--- src/rtl/dot_accumulator_pkg.sv ---
`default_nettype none
// ============================================================================
// Module      : dot_accumulator_pkg
// Description : Shared attention-datapath widths and helpers.
// Revision    : 1.0 - initial release
// ============================================================================
package dot_accumulator_pkg;

    localparam int DATA_WIDTH     = 16;
    localparam int TREE_LEN       = 4;
    localparam int DEF_IN_WIDTH   = DATA_WIDTH + $clog2(TREE_LEN);
    localparam int DEF_NUM_CHUNKS = 16;

    // A single-chunk dot product still needs a one-bit counter to exist.
    function automatic int cnt_width(input int n);
        return (n > 1) ? $clog2(n) : 1;
    endfunction

endpackage
`default_nettype wire

--- src/rtl/dot_accumulator_if.sv ---
`default_nettype none
// ============================================================================
// Module      : dot_accumulator_if
// Description : Partial-sum input stream, result output stream and flush.
// Revision    : 1.0 - initial release
// ============================================================================
interface dot_accumulator_if
    import dot_accumulator_pkg::*;
#(
    parameter int IN_WIDTH  = DEF_IN_WIDTH,
    parameter int OUT_WIDTH = DEF_IN_WIDTH + $clog2(DEF_NUM_CHUNKS)
) ();

    logic                 clear;
    logic                 in_valid;
    logic                 in_ready;
    logic [IN_WIDTH-1:0]  in_data;
    logic                 out_valid;
    logic                 out_ready;
    logic [OUT_WIDTH-1:0] out_data;

    modport master (
        output clear, in_valid, in_data, out_ready,
        input  in_ready, out_valid, out_data
    );

    modport slave (
        input  clear, in_valid, in_data, out_ready,
        output in_ready, out_valid, out_data
    );

endinterface
`default_nettype wire

--- src/rtl/dot_accumulator_out_stage.sv ---
`default_nettype none
// ============================================================================
// Module      : dot_accumulator_out_stage
// Description : One-entry valid/ready output register (load, drain, both).
// Revision    : 1.0 - initial release
// ============================================================================
module dot_accumulator_out_stage #(
    parameter int WIDTH = 20
) (
    input  wire logic             clk,
    input  wire logic             rst_n,
    input  wire logic             load,
    input  wire logic [WIDTH-1:0] load_data,
    output logic                  valid,
    input  wire logic             ready,
    output logic [WIDTH-1:0]      data
);

    typedef enum logic [0:0] {
        EMPTY = 1'b0,
        FULL  = 1'b1
    } flag_e;

    flag_e            flag_q, flag_d;
    logic [WIDTH-1:0] data_q, data_d;

    always_comb begin
        flag_d = flag_q;
        data_d = data_q;
        // A load in the same cycle as a drain keeps the entry occupied.
        if (load) begin
            flag_d = FULL;
            data_d = load_data;
        end else if (flag_q == FULL && ready) begin
            flag_d = EMPTY;
        end
    end

    always_ff @(posedge clk or negedge rst_n) begin
        if (!rst_n) begin
            flag_q <= EMPTY;
            data_q <= '0;
        end else begin
            flag_q <= flag_d;
            data_q <= data_d;
        end
    end

    assign valid = (flag_q == FULL);
    assign data  = data_q;

endmodule
`default_nettype wire

--- src/rtl/dot_accumulator.sv ---
`default_nettype none
// ============================================================================
// Module      : dot_accumulator
// Description : Accumulates NUM_CHUNKS adder-tree partial sums per dot product.
// Revision    : 1.0 - initial release
// ============================================================================
module dot_accumulator
    import dot_accumulator_pkg::*;
#(
    parameter int IN_WIDTH   = DEF_IN_WIDTH,
    parameter int NUM_CHUNKS = DEF_NUM_CHUNKS,
    parameter int OUT_WIDTH  = IN_WIDTH + $clog2(NUM_CHUNKS)
) (
    input  wire logic         clk,
    input  wire logic         rst_n,
    dot_accumulator_if.slave  bus
);

    localparam int CNT_WIDTH = cnt_width(NUM_CHUNKS);
    localparam logic [CNT_WIDTH-1:0] C_LAST_CNT = CNT_WIDTH'(NUM_CHUNKS - 1);

    logic [OUT_WIDTH-1:0] acc_q, acc_d;
    logic [CNT_WIDTH-1:0] cnt_q, cnt_d;
    logic [OUT_WIDTH-1:0] sum;
    logic                 last_beat;
    logic                 in_ready;
    logic                 in_hs;
    logic                 out_valid;

    assign last_beat = (cnt_q == C_LAST_CNT);
    assign sum       = acc_q + OUT_WIDTH'(bus.in_data);

    // Only the final beat needs a free output slot; it may take the slot
    // being vacated in the same cycle.
    assign in_ready = !bus.clear && !(last_beat && out_valid && !bus.out_ready);
    assign in_hs    = bus.in_valid && in_ready;

    always_comb begin
        acc_d = acc_q;
        cnt_d = cnt_q;
        if (bus.clear) begin
            acc_d = '0;
            cnt_d = '0;
        end else if (in_hs) begin
            if (last_beat) begin
                acc_d = '0;
                cnt_d = '0;
            end else begin
                acc_d = sum;
                cnt_d = cnt_q + 1'b1;
            end
        end
    end

    always_ff @(posedge clk or negedge rst_n) begin
        if (!rst_n) begin
            acc_q <= '0;
            cnt_q <= '0;
        end else begin
            acc_q <= acc_d;
            cnt_q <= cnt_d;
        end
    end

    dot_accumulator_out_stage #(
        .WIDTH (OUT_WIDTH)
    ) u_out_stage (
        .clk       (clk),
        .rst_n     (rst_n),
        .load      (in_hs && last_beat),
        .load_data (sum),
        .valid     (out_valid),
        .ready     (bus.out_ready),
        .data      (bus.out_data)
    );

    assign bus.in_ready  = in_ready;
    assign bus.out_valid = out_valid;

endmodule
`default_nettype wire

--- src/flat_wrapper.sv ---
// flat-port wrapper written by rule: the top's interface ports become plain ports
module dot_accumulator_flat import dot_accumulator_pkg::*;
#(
    parameter int IN_WIDTH   = DEF_IN_WIDTH,
    parameter int NUM_CHUNKS = DEF_NUM_CHUNKS,
    parameter int OUT_WIDTH  = IN_WIDTH + $clog2(NUM_CHUNKS)
)
  (clk, rst_n, bus_clear, bus_in_valid, bus_in_data, bus_out_ready, bus_in_ready, bus_out_valid, bus_out_data);
  dot_accumulator_if #(.IN_WIDTH(IN_WIDTH), .OUT_WIDTH(OUT_WIDTH)) bus_i ();
  input  wire logic clk;
  input  wire logic rst_n;
  input wire logic [$bits(bus_i.clear)-1:0] bus_clear;
  input wire logic [$bits(bus_i.in_valid)-1:0] bus_in_valid;
  input wire logic [$bits(bus_i.in_data)-1:0] bus_in_data;
  input wire logic [$bits(bus_i.out_ready)-1:0] bus_out_ready;
  output wire logic [$bits(bus_i.in_ready)-1:0] bus_in_ready;
  output wire logic [$bits(bus_i.out_valid)-1:0] bus_out_valid;
  output wire logic [$bits(bus_i.out_data)-1:0] bus_out_data;
  assign bus_i.clear = bus_clear;
  assign bus_i.in_valid = bus_in_valid;
  assign bus_i.in_data = bus_in_data;
  assign bus_i.out_ready = bus_out_ready;
  assign bus_in_ready = bus_i.in_ready;
  assign bus_out_valid = bus_i.out_valid;
  assign bus_out_data = bus_i.out_data;
  dot_accumulator #(.IN_WIDTH(IN_WIDTH), .NUM_CHUNKS(NUM_CHUNKS), .OUT_WIDTH(OUT_WIDTH)) u_core (.clk(clk), .rst_n(rst_n), .bus(bus_i));
endmodule
--- config.mk ---
export PLATFORM = sky130hd
export DESIGN_NAME = dot_accumulator_flat
export DESIGN_NICKNAME = d
export VERILOG_FILES = /design/src/rtl/dot_accumulator_pkg.sv /design/src/rtl/dot_accumulator_if.sv /design/src/rtl/dot_accumulator_out_stage.sv /design/src/rtl/dot_accumulator.sv /design/src/flat_wrapper.sv
export SDC_FILE = /design/constraint.sdc
export NUM_CORES = 1
export LEC_CHECK = 0
export ABC_AREA = 1
export BUFFER_PORTS_ARGS = -buffer_cell sky130_fd_sc_hd__buf_2
export CAP_MARGIN = 30
export CORE_MARGIN = 4
export CORE_UTILIZATION = 60
export DETAILED_ROUTE_END_ITERATION = 6
export PLACE_DENSITY_LB_ADDON = 0.25
export SYNTH_ARGS = -nofsm -noshare
export SYNTH_HDL_FRONTEND = slang
export SYNTH_SLANG_ARGS = --single-unit
--- constraint.sdc ---
create_clock -name clk -period 4.1 [get_ports clk]
set_clock_uncertainty 0.2 [all_clocks]
set_input_delay 0.82 -clock clk [delete_from_list [all_inputs] [get_ports clk]]
set_output_delay 0.82 -clock clk [all_outputs]
set_load 0.02 [all_outputs]
==> metrics.md, run 1 <==
| Metric | Value |
|---|---|
| Status | finished clean |
| Syn avg cell area | 7.02 µm² |
| Gr usage total | 0.270 |
| Crit Path Class | reg2out |
| P per Cell Area | 365 nW/µm² |
| Area grow syn2layout | 11.3% |
| Post-route ant nets | 0 |
| Routed Wire Length | 8160 µm |
| Total of max-cap violations | 0 |
| Worst Path Required | 3.08 ns |
| Synth cell types | 32 |
| CTS clock-pin slew for the worst setup and hold paths | 0.08 ns |
| Core ar. | 5200 µm² |
| Crit path capture type | primary output |
| Vias per cell | 5.30 |
| Clock Latency Late Sink | 0.29 ns |
| Largest net degree at the start of global routing | 32 |
| Crit path time final | 2.50 ns |
| Max frequency | 400 MHz |
| Slew @ Worst Pin | 0.855 ns |
| # port buffers | 46 |
| VDD IR-drop max | 0.000315 V |
| Hpwl dp | 6420 µm |
| CTS H-Tree Depth | 2 |
| Period utilization | 0.610 |
| Mapped Area | 3270 µm² |
| DRC violations left | 0 |
| First DRT Iteration DRCs | 172 |
| Seq cells post-synth | 49 |
| Setup TNS Final | 0 ns |
| Placed cells | 575 |
| Fin util | 0.698 |
| Worst Path Max Fanout | 4 |
| CTS tree | built |
| I/O pin count | 47 |
| Initial Util | 0.627 |
| Commonest non-fill, non-tap cell in the layout | nand2_1 |
| Hold Path Class | reg2reg |
| Post-route setup slack | 1.60 ns |
| Synth Instances | 465 |
| Synth warn | 0 |
| Std cell rows | 26 |
| Gr ovfl total | 0 |
| CTS Buf Count | 5 |
| Vias in the first global route | 2,916 |
| Final #Nets | 555 |
| Critical path launch point type | register |
| Hold Vio Cnt, Final | 0 |
| Root buffer cell | clkbuf_8 |
| Postcts setup bufs | 0 |
| Ant. Diodes | 0 |
| CTS resizes | 0 |
| Post-synthesis sequential area ratio | 0.375 |
| First-pass GRT wire length | 13,900 µm |
| Placer Congestion | 0.959 |
| Routed len/inst | 14.0 µm |
| Static Leakage | 2.12 nW |
| Max Root-Sink Buffers | 2 |
| Crit path DAT | 1.48 ns |
| Final setup viols | 0 |
| Place WS | 1.29 ns |
| Die footprint | 6690 µm² |
| Layout cells sized above 1 | 0.136 |
| DRT Pass-1 Iters | 5 |
| Slew Limit Fails | 0 |
| RSZ-0062 raised after global routing | false |
| Most frequent cells in the layout | nand2_1 (193), inv_1 (49), dfrtp_1 (49), buf_2 (46), nand3_1 (44) |
| Hold buffer count at cts | 0 |
| Clock net sink count | 49 |
| Syn nets | 508 |
| Vias | 3,089 |
| Post-Layout Cell Count | 583 |
| Die Ht | 81.8 µm |
| Max-Slew Margin vs Limit | 0.427 |
| Die W | 81.8 µm |
| Initial antenna violation count | 0 |
| Filler cell count | 467 |
[power by group]
part / internal, W / leakage (nW) / total (W) / switching, W
clock network: 0.000122 / 0.0395 / 0.000273 / 0.000152
logic: 0.000173 / 1.41 / 0.000503 / 0.000330
registers: 0.000522 / 0.668 / 0.000550 / 0.0000287
total: 0.000816 / 2.12 / 0.00133 / 0.000511
[worst paths after layout]
kind / slack (ns) / cells after the start / endpoint / startpoint
max: 1.60 / 5 / bus_in_ready / u_core.cnt_q[0]
min: 0.28 / 2 / u_core.u_out_stage.data[5] / u_core.u_out_stage.data[5]
max reg2reg: 1.61 / 6 / u_core.acc_q[18] / u_core.cnt_q[0]
min reg2reg: 0.28 / 2 / u_core.u_out_stage.data[5] / u_core.u_out_stage.data[5]
max in group asynchronous: 2.86 / 2 / u_core.acc_q[9] / rst_n
min in group asynchronous: 0.30 / 1 / u_core.u_out_stage.data[5] / rst_n
[final cells by class]
cell class	count	area (µm²)	share of cell area
sequential	49	1230	0.337
tap	70	87.6	0.0241
inverter	54	205	0.0565
multi-input combinational	354	1780	0.489
timing repair buffer	48	258	0.0709
clock buffer	8	80.1	0.0220
[cells in the mapped netlist]
library cell,instances,area share
fa_1,1,0.0061
inv_2,3,0.0034
nor2_2,4,0.0077
dfrtp_1,49,0.38
xnor2_1,6,0.016
inv_1,49,0.056
or2_1,2,0.0038
nand3_1,44,0.067
clkinv_1,1,0.0011
o21ai_0,10,0.015
inv_4,1,0.0019
nor2_4,1,0.0034
nand3b_1,10,0.023
nand3_2,1,0.0031
o21ai_1,9,0.014
nor2_1,21,0.024
a21oi_2,1,0.0027
xor2_1,2,0.0054
and2_1,2,0.0038
nor3_1,1,0.0015
ha_1,19,0.073
clkbuf_1,2,0.0023
nand4_1,4,0.0077
nand2_1,193,0.22
buf_2,3,0.0046
o22ai_1,1,0.0019
o211ai_1,1,0.0023
buf_6,3,0.010
nand2_2,5,0.0096
o21bai_1,2,0.0046
a31oi_4,1,0.0065
a21oi_1,13,0.020
[through the flow]
| stage | total power (W) | hold slack (ns) | area (µm²) |
|---|---|---|---|
| floorplan | 0.000925 | 0.246 | 3270 |
| global placement | 0.00104 | 0.257 | 3530 |
| detailed placement | 0.00105 | 0.260 | 3550 |
| CTS | 0.00133 | 0.289 | 3630 |
| global route | 0.00143 | 0.307 | 3630 |
| finish | 0.00133 | 0.282 | 3630 |
[critical path: stages (launching register included)]
cell and delay [ns]:
dfrtp_1 0.41, ha_1 0.23, nand2_2 0.10, nor2_4 0.05, a31oi_4 0.18, buf_2 0.21
[flip-flops by register name (all words and copies together) (netlist names)]
name	flops
u_core.u_out_stage.valid	1
u_core.u_out_stage.data	22
u_core.acc_q	22
u_core.cnt_q	4
[cell families after synthesis]
kind of cell / share of synthesized area
AOI/OAI and AO/OA: 0.0670
xor gates and xnor gates: 0.0215
adders and majority gates: 0.0789
buffers and inverters: 0.0801
DFF: 0.375
and+or+nand+nor: 0.377
[layer usage]
metal | global-route usage | vias up | part of all wire
li1 | - | 1564 | -
met1 | 0.380 | 1423 | 0.46
met2 | 0.434 | 96 | 0.47
met3 | 0.0417 | 6 | 0.067
met4 | 0.0648 | 0 | 0.0061
met5 | 0.0250 | - | 0
Power figures use the tool's default switching activity.
==> run 2: changes to the inputs <==
ABC_AREA = 0   (was 1)
CORE_UTILIZATION = 57   (was 60)
clock period = 2.4 ns   (was 4.1 ns; I/O delays follow)
==> run 2 against run 1 <==
- the run now ends with negative setup slack left
- die area rose by 2.4%
- utilization grew 10 points
- first-iteration DRC count grew 42%
- combinational power rose to 3.1 times the previous value
- cell area rose by 16%
- clock power is 85% higher
- synthesized cell count down 23%
- critical endpoint is now u_core.u_out_stage.data[12]
- largest cell class unchanged
- highest routed layer unchanged
==> metrics.md, run 2 <==
| Metric | Value |
|---|---|
| Hpwl dp | 6670 µm |
| Crit path time final | 2.43 ns |
| P per Cell Area | 727 nW/µm² |
| Setup TNS Final | -0.0383 ns |
| Top cells by count, synth | nand2_1 (52), dfrtp_1 (49), nor2_1 (23) |
| Multi-input gate area | 2080 µm² |
| Period utilization | 1.01 |
| Crit Path Class | reg2reg |
| Syn avg cell area | 8.92 µm² |
| CTS H-Tree Depth | 2 |
| Die Ht | 82.8 µm |
| Hold Path Class | in2reg |
| VDD IR-drop max | 0.000401 V |
| Mapped Area | 3190 µm² |
| WHS Path Cells | 2 |
| I/O pin count | 47 |
| Initial Util | 0.604 |
| CTS clock-pin slew for the worst setup and hold paths | 0.10 ns |
| Gr usage total | 0.279 |
| Initial antenna violation count | 0 |
| Max-Slew Margin vs Limit | 0.692 |
| Status | complete, but fails checks |
| Top-count cell post-synth | nand2_1 |
| Area grow syn2layout | 32.5% |
| Final setup viols | 2 |
| Commonest non-fill, non-tap cell in the layout | buf_4 |
| Crit path capture type | register |
| Seq cells post-synth | 49 |
| Vias per cell | 6.22 |
| Place WS | -0.313 ns |
| Most frequent cells in the layout | buf_4 (64), nand2_1 (52), dfrtp_1 (49), buf_2 (46), nor2_1 (23) |
| Slew Limit Fails | 0 |
| Vias | 3,293 |
| Critical path launch point type | register |
| Crit-path cells | ha_4 -> fa_2 -> a211oi_2 -> o21ai_2 -> nand3b_1 -> nand3_1 -> xnor2_1 -> mux2_2 |
| Critical path's top delay family | adder cells |
| Gr ovfl total | 0 |
| Slew @ Worst Pin | 0.461 ns |
| Die W | 82.8 µm |
| Worst r2r src | u_core.acc_q[0] |
| Worst Path Required | 2.40 ns |
| DRT Pass-1 Iters | 5 |
| Routed Wire Length | 9280 µm |
| Top cells by area, synth | dfrtp_1 (38%), ha_1 (7.5%), nand2_1 (6.1%) |
| Hold endpoint | u_core.cnt_q[2] |
| Violated checks | negative setup slack |
| Hold Vio Cnt, Final | 0 |
| Die footprint | 6850 µm² |
| # port buffers | 46 |
| Synth warn | 0 |
| Max stage delay on crit path | 0.42 ns |
| M1 WL | 3970 µm |
| Post-synth EDFFs | 0 |
| Top sig layer | met4 |
| Asr flop ratio synth | 1.00 |
| Met2 Routed Length | 4520 µm |
| Met3 wire len | 529 µm |
| Clock Latency Late Sink | 0.31 ns |
| Crit path DAT | 2.44 ns |
| Post-Layout Cell Count | 529 |
| Ant. Diodes | 0 |
| Sequential Area | 1230 µm² |
| Reg-to-reg setup timing slack | -0.03 ns |
| Cell accounting for the most synthesized area | dfrtp_1 |
| Worst R2R End | u_core.u_out_stage.data[12] |
| Slowest CP cell | dfrtp_1 |
| Hold_sp | bus_clear |
| Std cell rows | 26 |
| Worst Path Buf+Inv | 0 |
| Placed cells | 512 |
| Total of max-cap violations | 0 |
| Post-synthesis sequential area ratio | 0.385 |
| Placer Congestion | 0.963 |
| Synth Instances | 357 |
| Final #Nets | 501 |
| Main flop type after synthesis | dfrtp_1 |
| Core ar. | 5270 µm² |
| R2r worst-path depth | 8 |
| Largest net degree at the start of global routing | 21 |
| Static Leakage | 2.07 nW |
| Syn nets | 400 |
| Post-route setup slack | -0.0339 ns |
| First-pass GRT wire length | 14,600 µm |
| Worst Path Max Fanout | 4 |
| Routed len/inst | 17.5 µm |
| RSZ-0062 raised after global routing | true |
| Top cell type's share of synthesized area | 0.385 |
| Max Root-Sink Buffers | 2 |
| Layout cells sized above 1 | 0.368 |
| Clock net sink count | 49 |
| Post-route ant nets | 0 |
| DRC violations left | 0 |
| Root buffer cell | clkbuf_8 |
| CTS Buf Count | 5 |
| Vias in the first global route | 3,173 |
| Synth cell types | 55 |
| First DRT Iteration DRCs | 245 |
| Max frequency | 411 MHz |
| Filler cell count | 346 |
| CTS tree | built |
==> run 2: changes by cell type after synthesis, moves of 8 or more <==
cell,before,now
a22o_1,0,14
inv_1,49,5
nand3b_1,10,2
a21o_1,0,12
nand2_1,193,52
o21ai_0,10,20
nand3_1,44,20
==> run 2: stage by stage <==
stage	instance area (µm²)	hold slack, ns	total power (W)	utilization
after floorplan	3250	-0.0156	0.00187	-
after global placement	3920	0.246	0.00235	0.744
after detailed placement	3920	0.256	0.00240	0.744
after CTS	4050	0.203	0.00292	0.768
after global routing	4220	0.242	0.00327	0.801
final	4220	0.230	0.00307	0.801
==> run 2: routing by layer <==
| metal | up-vias | global-route usage |
|---|---|---|
| li1 | 1522 | - |
| met1 | 1601 | 0.361 |
| met2 | 144 | 0.470 |
| met3 | 26 | 0.0347 |
| met4 | 0 | 0.118 |
| met5 | - | 0 |
==> run 2: cell type report <==
class                      instances  area share
clock buffer                       6      0.0172
clock inverter                     2     0.00356
inverter                           5     0.00445
multi-input combinational        286       0.493
sequential                        49       0.291
tap                               70      0.0208
timing repair buffer             111       0.171
==> run 2: power by group <==
part	internal, W	switching [W]	total (W)
clock	0.000206	0.000299	0.000505
sequential	0.000922	0.0000852	0.00101
combinational	0.000749	0.000809	0.00156
total	0.00188	0.00119	0.00307
==> run 2: worst max path at each step <==
stage / startpoint / endpoint / cells after the start
2_1_floorplan: bus_in_data[0] / u_core.u_out_stage.data[10] / 8
3_3_place_gp: bus_in_data[0] / u_core.u_out_stage.data[10] / 9
3_5_place_dp: bus_in_data[0] / u_core.u_out_stage.data[10] / 9
4_1_cts: u_core.acc_q[0] / u_core.u_out_stage.data[16] / 8
5_1_grt: u_core.acc_q[0] / u_core.u_out_stage.data[12] / 8
6_report: u_core.acc_q[0] / u_core.u_out_stage.data[12] / 8
==> run 2: cell families after synthesis <==
family / count (synthesis) / share of synthesized area
adder cells (fa/ha/maj): 20 / 0.0809
buffers and inverters: 22 / 0.0291
AO/OA/AOI/OAI: 107 / 0.234
flip-flops: 49 / 0.385
AND/OR/NAND/NOR: 139 / 0.210
XOR/XNOR: 12 / 0.0330
multiplexers: 8 / 0.0279
==> run 2: what timing repair did <==
item	4_1_cts	5_1_grt
hold endpoints to repair	18	0
buffers inserted	2	7
pin swaps	4	13
hold buffers	1	0
cloned	0	0
gates resized for setup	3	30
setup endpoints to repair	6	26
==> run 3: changes to the inputs <==
SETUP_SLACK_MARGIN = 0.15   (was not set)
==> run 3 against run 2 <==
- the flow still finishes with violations (negative setup slack)
- sequential share of layout area shrank 1.7 points
- worst hold slack lost 0.018 ns
- global-route usage grew 2.2 points
- critical path depth is the same
- fmax fell by 1.4%
- total power is 10% higher
- clock power grew 4.8%
- utilization increased by 4.8 points
- register-to-register slack got worse by 0.03 ns
- flip-flop and latch count unchanged
- routed wire length up 18%
- worst setup slack got worse by 0.033 ns
- critical path type unchanged
- critical endpoint is now u_core.u_out_stage.data[13]
- largest power group unchanged
==> metrics.md, run 3 (same netlist as run 2, synthesis figures left out) <==
| Metric | Value |
|---|---|
| Slowest CP cell | or4_1 |
| GRT Max-Usage Layer | met2 |
| Hpwl dp | 6160 µm |
| R2r worst-path depth | 8 |
| Crit-path cells | ha_4 -> a21o_1 -> nand4_1 -> a21oi_4 -> nor4_2 -> buf_4 -> or4_1 -> nand3_1 |
| Max Root-Sink Buffers | 2 |
| Grt met3 use | 0.0466 |
| Violated checks | negative setup slack |
| First-pass GRT wire length | 15,700 µm |
| Worst r2r src | u_core.acc_q[1] |
| Ant. Diodes | 0 |
| Worst setup path end | u_core.u_out_stage.data[13] |
| DRC violations left | 0 |
| Max stage delay on crit path | 0.49 ns |
| Die Ht | 82.8 µm |
| Status | complete, but fails checks |
| P per Cell Area | 757 nW/µm² |
| Area grow syn2layout | 40.5% |
| Start point of the critical path | u_core.acc_q[1] |
| Std cell rows | 26 |
| Vias in the first global route | 3,281 |
| Vias per cell | 6.58 |
| Gr ovfl total | 0 |
| Max-Slew Margin vs Limit | 0.623 |
| Met2 GRT Util | 0.501 |
| WP depth | 8 |
| CTS Buf Count | 5 |
| Reg-to-reg setup timing slack | -0.07 ns |
| DRT Pass-1 Iters | 5 |
| Critical path launch point type | register |
| First DRT Iteration DRCs | 363 |
| Total Power | 0.00339 W |
| VDD IR-drop max | 0.000466 V |
| Crit path DAT | 2.53 ns |
| Routed len/inst | 20.7 µm |
| I/O pin count | 47 |
| Root buffer cell | clkbuf_8 |
| # port buffers | 46 |
| Worst Path Required | 2.47 ns |
| Routed Wire Length | 11,000 µm |
| Die footprint | 6850 µm² |
| Post-route ant nets | 0 |
| M1 GR Usage | 0.387 |
| RSZ-0062 raised after global routing | true |
| Most frequent cells in the layout | buf_4 (61), nand2_1 (52), dfrtp_1 (49), buf_2 (45), nor2_1 (22) |
| Total of max-cap violations | 0 |
| Final setup viols | 10 |
| Worst Path Max Fanout | 4 |
| Worst Path Buf+Inv | 1 |
| Initial antenna violation count | 0 |
| Largest net degree at the start of global routing | 29 |
| Hold Vio Cnt, Final | 0 |
| Crit Path Class | reg2reg |
| Slew @ Worst Pin | 0.565 ns |
| Post-Layout Inst Area | 4480 µm² |
| Post-route setup slack | -0.0673 ns |
| Static Leakage | 2.14 nW |
| CTS H-Tree Depth | 2 |
| Commonest non-fill, non-tap cell in the layout | buf_4 |
| Placement Cell Area | 3950 µm² |
| Clock net sink count | 49 |
| Period utilization | 1.03 |
| Hold_sp | bus_clear |
| CTS tree | built |
| Slew Limit Fails | 0 |
| Final #Nets | 502 |
| Gr usage total | 0.302 |
| Crit path time final | 2.47 ns |
| Die W | 82.8 µm |
| WHS Path Cells | 2 |
| Critical path's top delay family | simple AND/OR/NAND/NOR gates |
| Hold Path Class | in2reg |
| Placer Congestion | 0.897 |
| Vias | 3,489 |
| Layout cells sized above 1 | 0.396 |
| Max frequency | 405 MHz |
| Setup TNS Final | -0.262 ns |
| Clock Latency Late Sink | 0.32 ns |
| CTS clock-pin slew for the worst setup and hold paths | 0.10 ns |
| Crit path capture type | register |
| Fin util | 0.849 |
| Worst R2R End | u_core.u_out_stage.data[13] |
| Initial Util | 0.604 |
| Filler cell count | 294 |
| Core ar. | 5270 µm² |
-- run 3: what timing repair did --
item,4_1_cts,5_1_grt
gates cloned,0,0
endpoints found under the setup margin,27,31
resized for setup,24,39
setup buffers,8,4
hold buffers,1,0
endpoints found under the hold margin,21,0
pin swaps,21,21
-- run 3: layout make-up --
| cell class | count | area, µm² | share of cell area |
|---|---|---|---|
| clock buffers | 5 | 68.8 | 0.0154 |
| inverters | 5 | 18.8 | 0.00419 |
| flip-flops and latches | 49 | 1230 | 0.274 |
| repair buffers | 112 | 767 | 0.171 |
| multi-input cells | 286 | 2290 | 0.511 |
| clock inverters | 3 | 21.3 | 0.00475 |
| well taps | 70 | 87.6 | 0.0196 |
-- run 3: how the worst min path moves through the flow --
stage	slack [ns]	endpoint
after floorplan	-0.02	u_core.acc_q[0]
after global placement	0.25	u_core.u_out_stage.data[8]
after detailed placement	0.26	u_core.u_out_stage.data[2]
after CTS	0.21	u_core.cnt_q[2]
after global routing	0.22	u_core.cnt_q[2]
final	0.21	u_core.cnt_q[2]
-- run 3: worst register-to-register path: stages (launching register included) --
cell	delay (ns)
dfrtp_1	0.46
ha_4	0.31
a21o_1	0.16
nand4_1	0.20
a21oi_4	0.28
nor4_2	0.08
buf_4	0.15
or4_1	0.49
nand3_1	0.08
-- run 3: routing by layer --
layer | vias to the layer above | part of all wire
met5 | - | 0
met4 | 0 | 0.053
met3 | 71 | 0.081
met2 | 214 | 0.48
met1 | 1673 | 0.39
li1 | 1531 | -
-- run 3: power breakdown --
group,switching (W),total (W),internal [W]
sequential,0.000104,0.00103,0.000922
combinational,0.000964,0.00183,0.000868
clock,0.000321,0.000529,0.000208
total,0.00139,0.00339,0.00200
-- run 3: per-stage QoR --
step	hold slack, ns	setup WS [ns]	cells
floorplan	-0.0156	-0.0296	357
global placement	0.254	-0.247	509
global route	0.216	-0.104	530
CTS	0.207	0.00660	526
detailed placement	0.258	-0.312	509
finish	0.212	-0.0673	530
